## config.mk

```make
export PLATFORM = sky130hd
export DESIGN_NAME = fetch_stage
export DESIGN_NICKNAME = d
export VERILOG_FILES = /design/src/rtl/fetch_stage.sv
export SDC_FILE = /design/constraint.sdc
export NUM_CORES = 1
export LEC_CHECK = 0
export CORE_MARGIN = 2
export CORE_UTILIZATION = 50
export CTS_BUF_LIST = sky130_fd_sc_hd__clkbuf_8
export CTS_CLUSTER_DIAMETER = 80
export DETAILED_ROUTE_END_ITERATION = 10
export DONT_BUFFER_PORTS = 1
export HOLD_SLACK_MARGIN = 0.1
export PLACE_DENSITY = 0.68
export SYNTH_ARGS = -nofsm -noshare
export SYNTH_HDL_FRONTEND = slang
export SYNTH_SLANG_ARGS = --single-unit
```

## constraint.sdc

```tcl
create_clock -name clk -period 2.5 [get_ports clk]
set_clock_uncertainty 0.05 [all_clocks]
set_input_delay 0.25 -clock clk [delete_from_list [all_inputs] [get_ports clk]]
set_output_delay 0.25 -clock clk [all_outputs]
set_load 0.05 [all_outputs]
```

## src/rtl/fetch_stage.sv

```systemverilog
// rtl/fetch_stage.sv - instruction fetch stage: PC, imem handshake, skid buffer, IF/ID register
module fetch_stage #(
  parameter logic [31:0] RESET_PC = 32'h0000_0000
) (
  input  logic        clk,
  input  logic        rst_n,
  output logic        imem_req,
  output logic [31:0] imem_addr,
  input  logic [31:0] imem_rdata,
  input  logic        imem_ready,
  input  logic        stall,
  input  logic        branch_taken,
  input  logic [15:0] branch_imm,
  output logic [31:0] id_instr,
  output logic [31:0] id_pc4,
  output logic        id_valid,
  output logic [5:0]  opcode
);

  typedef enum logic [1:0] {
    IDLE = 2'd0,
    REQ  = 2'd1,
    HOLD = 2'd2
  } state_t;

  state_t      state;
  state_t      stateNext;
  logic [31:0] pc;
  logic [31:0] pcPlus4;
  logic [31:0] branchTarget;
  logic [31:0] bufInstr;
  logic [31:0] bufPc4;
  logic        branchGo;

  // A branch only counts when ID really holds it and is free to retire it this cycle.
  assign branchGo     = branch_taken && id_valid && !stall;
  assign pcPlus4      = pc + 32'd4;
  assign branchTarget = id_pc4 + {{14{branch_imm[15]}}, branch_imm, 2'b00};

  // Address comes straight from the PC register, so no input reaches it combinationally.
  assign imem_addr = pc;
  assign opcode    = id_instr[31:26];

  // State register.
  always_ff @(posedge clk) begin
    if (!rst_n) state <= IDLE;
    else        state <= stateNext;
  end

  // Next-state logic; a honoured branch overrides every other transition.
  always_comb begin
    stateNext = state;
    case (state)
      IDLE: stateNext = REQ;
      REQ: begin
        if (branchGo)                             stateNext = REQ;
        else if (imem_ready && stall && id_valid) stateNext = HOLD;
        else                                      stateNext = REQ;
      end
      HOLD: begin
        if (branchGo)    stateNext = REQ;
        else if (!stall) stateNext = REQ;
        else             stateNext = HOLD;
      end
      default: stateNext = IDLE;
    endcase
  end

  // Request depends only on state: no fetching while idle or while the skid buffer is full.
  always_comb begin
    imem_req = (state == REQ);
  end

  // PC, IF/ID register and one-entry skid buffer.
  always_ff @(posedge clk) begin
    if (!rst_n) begin
      pc       <= RESET_PC;
      id_instr <= 32'd0;
      id_pc4   <= 32'd0;
      id_valid <= 1'b0;
      bufInstr <= 32'd0;
      bufPc4   <= 32'd0;
    end else if (branchGo) begin
      // Redirect: the buffered word and any response this cycle are wrong-path, drop them.
      pc       <= branchTarget;
      id_valid <= 1'b0;
    end else begin
      case (state)
        REQ: begin
          if (imem_ready) begin
            pc <= pcPlus4;
            if (!stall || !id_valid) begin
              id_instr <= imem_rdata;
              id_pc4   <= pcPlus4;
              id_valid <= 1'b1;
            end else begin
              bufInstr <= imem_rdata;
              bufPc4   <= pcPlus4;
            end
          end else if (!stall) begin
            id_valid <= 1'b0;
          end
        end
        HOLD: begin
          if (!stall) begin
            id_instr <= bufInstr;
            id_pc4   <= bufPc4;
            id_valid <= 1'b1;
          end
        end
        default: ;
      endcase
    end
  end

endmodule

```

After elaboration in Yosys (flattened, before gate mapping)
Index checks and enable logic that the tools add are counted.

storage, ports and cells
  flip-flop bits (word level) = 163
  output and inout bits = 104
  word-level logic and storage cells = 56

operators by class
  add/subtract/negate cells = 2
  equal/unequal tests = 7
  multiplexer cells = 21
  bitwise operators = 3
  reductions and logical operators = 16

operator list
  kind                                                    number
  two-way mux 32 bit                                      9
  case mux 32 bit (2 select lines)                        2
  adder 32 x 3 -> 32 bit (second input constant)          1
  adder 32 bit                                            1
  two-way mux 2 bit                                       4
  AND reduction 4 bit                                     2
  case mux 2 bit (3 select lines)                         1
  nonzero test 2 bit                                      3
  AND reduction 5 bit                                     1
  logical AND 1 bit                                       4
  two-way mux 1 bit                                       4
  inequality test 2 x 1 -> 1 bit (second input constant)  2
  inequality test 3 x 2 -> 1 bit (second input constant)  1
  inequality test 3 bit (second input constant)           1
  inverter 1 bit                                          3
  == test 2 x 1 -> 1 bit (second input constant)          1
  == test 2 bit (second input constant)                   1
  zero test 1 bit                                         2
  zero test 2 bit                                         1
  inequality test 2 bit (second input constant)           1
  case mux 1 bit (2 select lines)                         1
  AND reduction 2 bit                                     1
  OR reduction 2 bit                                      1
  logical OR 1 bit                                        1

Longest topological paths before layout
Gate-level depths: netlist of run 1.

  depth after elaboration = 5
  mapped depth = 12
  gate-level depth less buffers = 9

Worst setup path before layout of run 1
No wires, ideal clock.

  path kind = reg2reg
  start = register id_pc4[2]
  end = register pc[24] (netlist: imem_addr[24])
  data arrival time = 2.618 ns
  path slack = -0.301 ns
  stages on the path, launching flop included = 10
  buffers on the path = 0
  clock period less this slack = 2.801 ns
  cell sequence = dfxtp_1 > ha_1 > fa_1 > a21o_1 > a221o_1 > a311oi_4 > o21ai_2 > a31oi_1 > xor2_1 > o22ai_1

between the ends
  cells in the longest elaborated chain, start to end = 2

RTL lines
  item                    line  RTL
  start, declared         15    output logic [31:0] id_pc4,
  start signal, assigned  94    id_pc4 <= pcPlus4;
  start signal, assigned  107   id_pc4 <= bufPc4;
  adder 32 bit            38    assign branchTarget = id_pc4 + {{14{branch_imm[15]}}, branch_imm, 2'b00};
  two-way mux 32 bit      83    end else if (branchGo) begin
  end signal, assigned    85    pc <= branchTarget;
  end signal, assigned    91    pc <= pcPlus4;
  end, declared           28    logic [31:0] pc;

No other way between the ends.
A chain may end at the register's enable or synchronous reset.

Worst setup path after layout of run 1
Same ends and word-level chain as after synthesis.

==> flow_metrics.tcl, run 1 <==
set metrics [dict create \
    fp.dieH_um 139.9 \
    start_util_pct 51.23 \
    p_int_uw 3764 \
    grt_pass1_wl_um 41470 \
    arrival_ns 2.83 \
    slew_viol_final 0 \
    grt.total_usage_pct 26.24 \
    hold_end "bufPc4[22]$_SDFFE_PN0P_" \
    worstPathRequired_ns 2.77 \
    hp-class "in -> reg" \
    cp_slowest_cell "a221o_1" \
    n_antenna_cell 0 \
    hold_slack_ns 0.1779 \
    setup_viol 4 \
    yosysWarnings 0 \
    crit_fanout 4 \
    p_sw_uw 1942 \
    ant_nets 0 \
    comb_power_share_pct 15.4 \
    synthCells 1120 \
    hpwl_um 17320 \
    r2r_start "id_pc4[2]$_SDFFE_PN0P_" \
    drv_cap 0 \
    viasPerCell 5.757 \
    fin_crit_sh_pct 102.4 \
    crit_chain "ha_4 -> fa_2 -> a21o_1 -> a221o_1 -> a311oi_4 -> buf_6 -> o21ai_4 -> a31oi_1 -> xor2_1 -> o22ai_1" \
    reg2reg_slack_ns -0.06 \
    top_level_ports 157 \
    port_buffers 0 \
    syn_to_final_growth_pct 19.27 \
    drive_above_1_share_pct 14.37 \
    dieArea_mm2 0.01957 \
    synth_top_flop_cell "dfxtp_1" \
    placementRows 49 \
    placed_cells 1365 \
    rsz0062_at_grt "true" \
    cts_tree "built" \
    holdPathStages 2 \
    finalPower_uw 5706 \
    fin_cells 1447 \
    slew_headroom_pct 52.42 \
    max_stage_delay_ns 0.38 \
    ys_seq_area_share_pct 35.34 \
    worstSetupPathType "reg -> reg" \
    die_w_um 139.9 \
    clkLatencyLatePin_ns 0.46 \
    drc 0 \
    wl_per_cell_um 17.78 \
    p_leak_uw 0.005014 \
    vias 8331 \
    start_kind "flop" \
    synth_cell_types 61 \
    violations "negative setup slack" \
    root_buffer "clkbuf_8" \
    postSynthAreaPerCell_um2 8.245 \
    fmax_ghz 0.3904 \
    cts_sinks 163 \
    final-hold-violation-count 0 \
    period_needed_ns 2.561 \
    p_sw_share_pct 34.03 \
    overflow 0 \
    dr.pass1.iters 9 \
    r2r_end "imem_addr[24]$_SDFFE_PN0P_" \
    synth_seq_cells 163 \
    power.density_mw_per_mm2 518.1 \
    clk_path_buf_depth 2 \
    setup_ws_ns -0.06118 \
    worstHoldStart "rst_n" \
    worstMarginPinSlew_ns 0.7137 \
    fin_nets 1293 \
    ir_drop_mv 0.5891 \
    cts_max_level 4 \
    grt_pass1_vias 8048 \
    clk_pin_slew_worst_paths_ns 0.10 \
    drt_iter0_drc 602 \
    syn_area_mm2 0.009234 \
    syn-num-nets 1208 \
    worstSetupEndpointType "flop" \
    gp_congestion 0.9134 \
    numCtsBuffers 17 \
    reg2reg_depth 10 \
    wl_um 25730 \
    dp_slack_ns -0.09809 \
    synth-edff-count 0 \
    status "finished, violations left" \
    seqPwrFrac_pct 51.2 \
    synthArstFlopShare_pct 0 \
    p_clk_share_pct 33.5 \
    coreArea_mm2 0.01802 \
    grt_max_degree 145 \
    antenna_found_initial 0 \
]
Yosys cell counts (7+ instances only):
cell / n / area, um^2
a211o_1: 7 / 61.31
a211oi_1: 7 / 52.55
a21boi_0: 55 / 412.9
a21o_1: 16 / 120.1
a21oi_1: 38 / 190.2
and2_1: 9 / 56.30
and3_1: 21 / 131.4
buf_4: 10 / 75.07
clkbuf_1: 70 / 262.8
dfxtp_1: 163 / 3263
ha_1: 34 / 425.4
inv_1: 8 / 30.03
mux2i_1: 38 / 380.4
nand2_1: 262 / 983.4
nand3_1: 32 / 160.2
nand4_1: 14 / 87.58
nor2_1: 42 / 157.7
nor3_1: 7 / 35.03
o211a_1: 71 / 710.7
o211ai_1: 9 / 67.56
o21ai_0: 45 / 225.2
o22ai_1: 10 / 62.56
xnor2_1: 32 / 280.3
xor2_1: 48 / 420.4
worst max-delay path by stage:
| stage | startpoint | to | slack, ns | depth (start not counted) |
|---|---|---|---|---|
| after floorplan | id_pc4[2]$_SDFFE_PN0P_ | imem_addr[28]$_SDFFE_PN0P_ | -0.04 | 9 |
| after detailed placement | id_pc4[2]$_SDFFE_PN0P_ | imem_addr[28]$_SDFFE_PN0P_ | -0.1 | 9 |
| after global routing | id_pc4[2]$_SDFFE_PN0P_ | imem_addr[24]$_SDFFE_PN0P_ | -0.17 | 10 |
| after CTS | id_pc4[2]$_SDFFE_PN0P_ | imem_addr[24]$_SDFFE_PN0P_ | -0.12 | 9 |
| after global placement | id_pc4[2]$_SDFFE_PN0P_ | imem_addr[28]$_SDFFE_PN0P_ | -0.08 | 9 |
| final | id_pc4[2]$_SDFFE_PN0P_ | imem_addr[24]$_SDFFE_PN0P_ | -0.06 | 10 |
registers in the layout (all words and copies together), names as in the netlist:
signal     flops
imem_addr     32
bufInstr      32
id_valid       1
id_pc4        32
bufPc4        32
state          2
id_instr      32
critical path, delay by kind of cell, from the launching register on:
kind / cells / cell delay [ns]
compound gates: 6 / 1.14
xor+xnor: 1 / 0.17
fa+ha+maj: 2 / 0.50
buf+inv: 1 / 0.18
flops: 1 / 0.36
stage by stage:
stage	cell area, um^2	util [%]	TNS (ns)
after floorplan	9260	-	-0.04182
after global placement	10020	55.61	-0.2052
after detailed placement	10020	55.61	-0.2724
after CTS	10930	60.62	-0.6236
after global routing	11010	61.10	-1.017
final	11010	61.10	-0.1354
timing repair:
action	CTS	global route
hold buffers	48	0
gates cloned	0	0
buffers inserted	1	1
endpoints found under the hold margin	153	0
pin swaps	10	16
gates resized for setup	1	17
endpoints found under the setup margin	9	16
logic make-up (layout without fill, tap and decap cells):
| kind of cell | count (synthesis) | after routing | share of synthesized area, % |
|---|---|---|---|
| AND/OR/NAND/NOR | 406 | 406 | 19.24 |
| AO/OA/AOI/OAI | 299 | 299 | 24.39 |
| flip-flops | 163 | 163 | 35.34 |
| buffers and inverters | 99 | 197 | 4.499 |
| XOR/XNOR | 80 | 80 | 7.588 |
| multiplexers | 38 | 38 | 4.119 |
| adder cells (fa/ha/maj) | 35 | 35 | 4.824 |
layout by cell type (no fill, tap or decap), types with 5 or more instances in the layout:
| cell type | netlist | final |
|---|---|---|
| a211o_1 | 7 | 7 |
| a211oi_1 | 7 | 7 |
| a21boi_0 | 55 | 55 |
| a21o_1 | 16 | 16 |
| a21oi_1 | 38 | 35 |
| a31oi_1 | 5 | 5 |
| and2_1 | 9 | 8 |
| and3_1 | 21 | 20 |
| buf_4 | 10 | 103 |
| clkbuf_8 | 0 | 17 |
| dfxtp_1 | 163 | 156 |
| dfxtp_2 | 0 | 6 |
| dlygate4sd3_1 | 0 | 47 |
| ha_1 | 34 | 31 |
| inv_1 | 8 | 8 |
| mux2i_1 | 38 | 38 |
| nand2_1 | 262 | 262 |
| nand3_1 | 32 | 32 |
| nand4_1 | 14 | 14 |
| nor2_1 | 42 | 42 |
| nor3_1 | 7 | 7 |
| o211a_1 | 71 | 71 |
| o211ai_1 | 9 | 9 |
| o21a_1 | 6 | 6 |
| o21ai_0 | 45 | 44 |
| o21bai_1 | 5 | 5 |
| o22ai_1 | 10 | 10 |
| xnor2_1 | 32 | 32 |
| xor2_1 | 48 | 48 |
final cells by class:
type	count	area, um^2
Fill cell	1616	7012
Multi-Input combinational cell	858	5664
Sequential cell	163	3274
Timing Repair Buffer	157	1365
Tap cell	229	286.5
Clock buffer	17	234.0
Clock inverter	15	158.9
Inverter	8	30.03
power groups by stage:
| stage | Combinational [uW] | Clock [uW] | Sequential (uW) |
|---|---|---|---|
| final | 877 | 1910 | 2920 |
| after global routing | 951 | 2060 | 2930 |
| after CTS | 865 | 1950 | 2920 |
| after detailed placement | 762 | 0 | 2980 |
| after global placement | 757 | 0 | 2980 |
| after floorplan | 472 | 0 | 3090 |
layer usage:
layer	part of all wire, %	up-vias	track usage (%)
li1	-	4102	-
met1	43	3949	33.89
met2	47	252	42.49
met3	8.2	28	7.726
met4	1.8	0	8.158
met5	0	-	0
Note: power is estimated with default switching activity, not from simulation.
==> inputs of run 2 (changes only) <==
==> constraint.sdc (replaced) <==
create_clock -name clk -period 2.5 [get_ports clk]
set_clock_uncertainty 0.05 [all_clocks]
set_input_delay 0.5 -clock clk [delete_from_list [all_inputs] [get_ports clk]]
set_output_delay 0.5 -clock clk [all_outputs]
set_load 0.05 [all_outputs]
==> run 2 against run 1 <==
Hold slack worse by 0.054 ns; clock-buffer cell count stayed put; cell count stayed put; critical endpoint is now imem_addr[28]$_SDFFE_PN0P_; design area hardly changed; highest routed layer unchanged; the run still ends with negative setup slack left; clock power is 6% higher; critical path type unchanged; fmax is 0.19% lower; flip-flop and latch count stayed put.
==> flow_metrics.tcl, run 2 (synthesized netlist as in run 1, its figures left out) <==
set metrics [dict create \
    clkLatencyLatePin_ns 0.48 \
    crit_fanout 4 \
    violations "negative setup slack" \
    grt_pass1_wl_um 43420 \
    rsz0062_at_grt "true" \
    top_level_ports 157 \
    antenna_found_initial 0 \
    period_needed_ns 2.566 \
    dieArea_mm2 0.01957 \
    numCtsBuffers 17 \
    worstPathRequired_ns 2.78 \
    dp_slack_ns -0.3269 \
    final_cell_mix "262 x nand2_1, 161 x dfxtp_1, 117 x buf_4" \
    slew_headroom_pct 32.89 \
    setup_ws_ns -0.06601 \
    start_util_pct 51.23 \
    placed_cells 1379 \
    overflow 0 \
    clk_path_buf_depth 2 \
    wl_per_cell_um 18.71 \
    grt_pass1_vias 8228 \
    cts_tree "built" \
    placementRows 49 \
    worstMarginPinSlew_ns 1.007 \
    fmax_ghz 0.3897 \
    drc 0 \
    ant_nets 0 \
    setup_viol 6 \
    cts_sinks 163 \
    status "finished, violations left" \
    fin_nets 1293 \
    worstSetupEndpointType "flop" \
    cts_max_level 4 \
    drt_iter0_drc 444 \
    coreArea_mm2 0.01802 \
    ir_drop_mv 0.6135 \
    start_kind "flop" \
    vias 8414 \
    p_leak_uw 0.005025 \
    root_buffer "clkbuf_8" \
    wl_um 27080 \
    fin_crit_sh_pct 102.6 \
    hpwl_um 17830 \
    power.density_mw_per_mm2 528.6 \
    grt_max_degree 83 \
    worstSetupPathType "reg -> reg" \
    grt.total_usage_pct 27.48 \
    fp.dieH_um 139.9 \
    layout_commonest_cell "nand2_1" \
    gp_congestion 0.9496 \
    drive_above_1_share_pct 15.19 \
    finalInstanceArea_mm2 0.01101 \
    syn_to_final_growth_pct 19.21 \
    die_w_um 139.9 \
    placed_area_mm2 0.01014 \
    slew_viol_final 0 \
    hp-class "in -> reg" \
    n_antenna_cell 0 \
    drv_cap 0 \
    fin_cells 1447 \
    final-hold-violation-count 0 \
    port_buffers 0 \
    arrival_ns 2.85 \
    fill_cells 1576 \
    clk_pin_slew_worst_paths_ns 0.11 \
    dr.pass1.iters 6 \
    viasPerCell 5.815 \
]
-- run 2: path summary, 6_finish.rpt --
| check | slack (ns) | cells after the start | from | to |
|---|---|---|---|---|
| max | -0.07 | 10 | id_pc4[2]$_SDFFE_PN0P_ | imem_addr[28]$_SDFFE_PN0P_ |
| min | 0.12 | 1 | rst_n | id_pc4[21]$_SDFFE_PN0P_ |
| max reg2reg | -0.07 | 10 | id_pc4[2]$_SDFFE_PN0P_ | imem_addr[28]$_SDFFE_PN0P_ |
| min reg2reg | 0.42 | 2 | bufInstr[21]$_SDFFE_PN0P_ | bufInstr[21]$_SDFFE_PN0P_ |
-- run 2: metrics by stage --
step                      hold slack (ns)  total power, uW  setup TNS (ns)  util, %
after floorplan                    0.3931             3563         -0.8318        -
after global placement             0.3987             3749          -2.227    56.28
after detailed placement           0.4064             3762          -2.683    56.28
after CTS                         0.08919             5848         -0.2726    60.89
after global routing               0.1060             6036          -1.398    61.07
final                              0.1235             5819         -0.2155    61.07
-- run 2: critical path, stage by stage (launching register included) --
cell and delay [ns]:
dfxtp_2 0.35, ha_4 0.15, fa_2 0.34, a21o_1 0.21, a221o_1 0.41, a311oi_4 0.23, buf_6 0.17, o21ai_4 0.08
a31oi_2 0.16, xor2_1 0.17, o22ai_1 0.09
-- run 2: power breakdown --
part           switching [uW]  leakage [uW]  internal, uW
sequential                233       0.00132          2690
combinational             543       0.00350           329
clock                    1180      0.000206           849
total                    1950       0.00503          3870
-- run 2: final cells by class --
| type | count | area, um^2 | share of cell area [%] |
|---|---|---|---|
| clock buffer | 17 | 234.0 | 2.125 |
| timing repair buffer | 157 | 1358 | 12.33 |
| inverter | 8 | 30.03 | 0.2728 |
| multi-input combinational | 858 | 5655 | 51.38 |
| clock inverter | 15 | 178.9 | 1.625 |
| sequential | 163 | 3266 | 29.67 |
| tap | 229 | 286.5 | 2.603 |
-- run 2: timing repair --
item | 4_1_cts | 5_1_grt
gates resized for setup | 6 | 8
hold buffers | 33 | 1
buffers inserted | 3 | 1
setup endpoints to repair | 10 | 15
endpoints found under the hold margin | 86 | 6
pin swaps | 18 | 15
-- run 2: per-layer routing --
| metal | vias up | wire length, um | global-route usage [%] |
|---|---|---|---|
| li1 | 4103 | - | - |
| met1 | 4021 | 11950 | 35.73 |
| met2 | 258 | 12270 | 44.24 |
| met3 | 32 | 2212 | 7.521 |
| met4 | 0 | 642 | 9.368 |
| met5 | - | 0 | 0 |
==> inputs of run 3 (changes only) <==
--- a/config.mk
+++ b/config.mk
@@ -5,7 +5,6 @@
 export SDC_FILE = /design/constraint.sdc
 export NUM_CORES = 1
 export LEC_CHECK = 0
-export CORE_MARGIN = 2
 export CORE_UTILIZATION = 50
 export CTS_BUF_LIST = sky130_fd_sc_hd__clkbuf_8
 export CTS_CLUSTER_DIAMETER = 80
==> run 3 against run 2 <==
The flow still finishes with violations (negative setup slack); die area fell by 2.8%; flip-flop and latch count did not move; core utilization rose by 0.24 points; hold slack got worse by 0.012 ns.
==> flow_metrics.tcl, run 3 (synthesized netlist as in run 1, its figures left out) <==
set metrics [dict create \
    placed_cells 1390 \
    drt_iter0_drc 470 \
    hp-class "in -> reg" \
    cts_tree "built" \
    r2r_start "id_pc4[2]$_SDFFE_PN0P_" \
    reg2reg_slack_ns -0.10 \
    n_antenna_cell 0 \
    rsz0062_at_grt "true" \
    utilization_pct 61.31 \
    port_buffers 0 \
    fp.dieH_um 137.9 \
    root_buffer "clkbuf_8" \
    worstSetupPathType "reg -> reg" \
    status "finished, violations left" \
    wl_um 25800 \
    worstSetupEndpointType "flop" \
    dr.pass1.iters 5 \
    p_sw_share_pct 31.19 \
    wl_met3_um 1845 \
    violations "negative setup slack" \
    setup_ws_ns -0.1037 \
    worstMarginPinSlew_ns 0.6282 \
    clkLatencyLatePin_ns 0.48 \
    p_sw_uw 1851 \
    p_clk_share_pct 36.8 \
    p_int_uw 4085 \
    fin_crit_sh_pct 104.1 \
    slew_viol_final 0 \
    ir_drop_mv 0.4775 \
    coreArea_mm2 0.01802 \
    comb_power_share_pct 14.0 \
    wl_per_cell_um 17.77 \
    top_layer_used "met4" \
    setup_viol 7 \
    gp_congestion 0.9240 \
    crit_fanout 4 \
    holdPathStages 1 \
    start_util_pct 51.23 \
    overflow 0 \
    fill_cells 1579 \
    slew_headroom_pct 58.06 \
    grt_pass1_vias 7777 \
    viasPerCell 5.756 \
    max_stage_delay_ns 0.43 \
    power.density_mw_per_mm2 537.1 \
    numCtsBuffers 17 \
    dieArea_mm2 0.01902 \
    drc 0 \
    fin_nets 1298 \
    period_needed_ns 2.604 \
    cp_slowest_cell "a221o_1" \
    worstPathRequired_ns 2.78 \
    placementRows 49 \
    syn_to_final_growth_pct 19.67 \
    fmax_ghz 0.3841 \
    route.met2.wl_um 12090 \
    grt_pass1_wl_um 39740 \
    final-hold-violation-count 0 \
    hpwl_um 17520 \
    antenna_found_initial 0 \
    seqPwrFrac_pct 49.2 \
    final_cell_mix "262 x nand2_1, 160 x dfxtp_1, 132 x buf_4" \
    fin_cells 1452 \
    drt-met1-wl_um 11390 \
    ant_nets 0 \
    hold_end "bufPc4[20]$_SDFFE_PN0P_" \
    cts_max_level 4 \
    reg2reg_depth 10 \
    clk_path_buf_depth 2 \
    grt.total_usage_pct 27.17 \
    p_leak_uw 0.005083 \
    cts_sinks 163 \
    drv_cap 0 \
    vias 8358 \
    crit_family "compound AO/OA/AOI/OAI gates" \
    drive_above_1_share_pct 16.52 \
    grt_max_degree 128 \
    path_buf_inv 1 \
    worstHoldStart "rst_n" \
    die_w_um 137.9 \
    start_kind "flop" \
    crit_chain "ha_4 -> fa_2 -> a21o_1 -> a221o_1 -> a311oi_4 -> buf_6 -> o21ai_4 -> a31oi_1 -> xor2_1 -> o22ai_1" \
    arrival_ns 2.88 \
    top_level_ports 157 \
    layout_commonest_cell "nand2_1" \
    r2r_end "imem_addr[24]$_SDFFE_PN0P_" \
    clk_pin_slew_worst_paths_ns 0.09 \
]
[run 3: worst max-delay path by stage]
stage / startpoint / to / depth (start not counted)
6_report: id_pc4[2]$_SDFFE_PN0P_ / imem_addr[24]$_SDFFE_PN0P_ / 10
5_1_grt: id_pc4[2]$_SDFFE_PN0P_ / imem_addr[28]$_SDFFE_PN0P_ / 10
4_1_cts: id_pc4[2]$_SDFFE_PN0P_ / imem_addr[28]$_SDFFE_PN0P_ / 10
3_5_place_dp: branch_imm[0] / imem_addr[28]$_SDFFE_PN0P_ / 9
3_3_place_gp: branch_imm[0] / imem_addr[28]$_SDFFE_PN0P_ / 9
2_1_floorplan: branch_imm[0] / imem_addr[28]$_SDFFE_PN0P_ / 9
[run 3: layout make-up]
type / instances / area [um^2] / share of cell area [%]
multi-input cells: 858 / 5685 / 51.45
clock inverters: 13 / 186.4 / 1.687
inverters: 8 / 30.03 / 0.2717
repair buffers: 162 / 1334 / 12.07
clock buffers: 19 / 261.5 / 2.366
flip-flops and latches: 163 / 3267 / 29.56
well taps: 229 / 286.5 / 2.593
[run 3: metal layers]
metal / vias up / global-route usage (%)
met4: 0 / 8.273
met5: - / 0
met2: 244 / 44.39
met1: 3968 / 34.35
met3: 35 / 7.968
li1: 4111 / -
[run 3: power groups by stage]
stage | Clock [uW] | Sequential (uW) | Combinational [uW]
floorplan | 0 | 3090 | 473
global placement | 0 | 2980 | 762
detailed placement | 0 | 2980 | 771
CTS | 2230 | 2920 | 819
global route | 2340 | 2930 | 896
finish | 2190 | 2920 | 829
[run 3: worst register-to-register path, stage by stage, from the launching register on]
cell and delay [ns]:
dfxtp_2 0.34, ha_4 0.16, fa_2 0.35, a21o_1 0.19, a221o_1 0.43, a311oi_4 0.23, buf_6 0.17, o21ai_4 0.07
a31oi_1 0.21, xor2_1 0.17, o22ai_1 0.09
[run 3: stage by stage]
stage | hold WS (ns) | setup TNS (ns) | total power [uW] | cell area (um^2) | setup slack (ns)
6_report | 0.1112 | -0.4060 | 5936 | 11050 | -0.1037
5_1_grt | 0.09350 | -1.278 | 6167 | 11050 | -0.1925
4_1_cts | 0.1001 | -0.7671 | 5974 | 10980 | -0.1412
3_5_place_dp | 0.4054 | -2.969 | 3752 | 10200 | -0.3523
3_3_place_gp | 0.3988 | -2.554 | 3741 | 10200 | -0.3208
2_1_floorplan | 0.3931 | -0.8318 | 3563 | 9251 | -0.1699
[run 3: what timing repair did]
item | in CTS | in global routing
resized for setup | 13 | 9
pin swaps | 23 | 17
hold endpoints to repair | 53 | 5
gates cloned | 0 | 0
setup endpoints to repair | 11 | 14
setup buffers | 3 | 3
hold buffers | 23 | 2
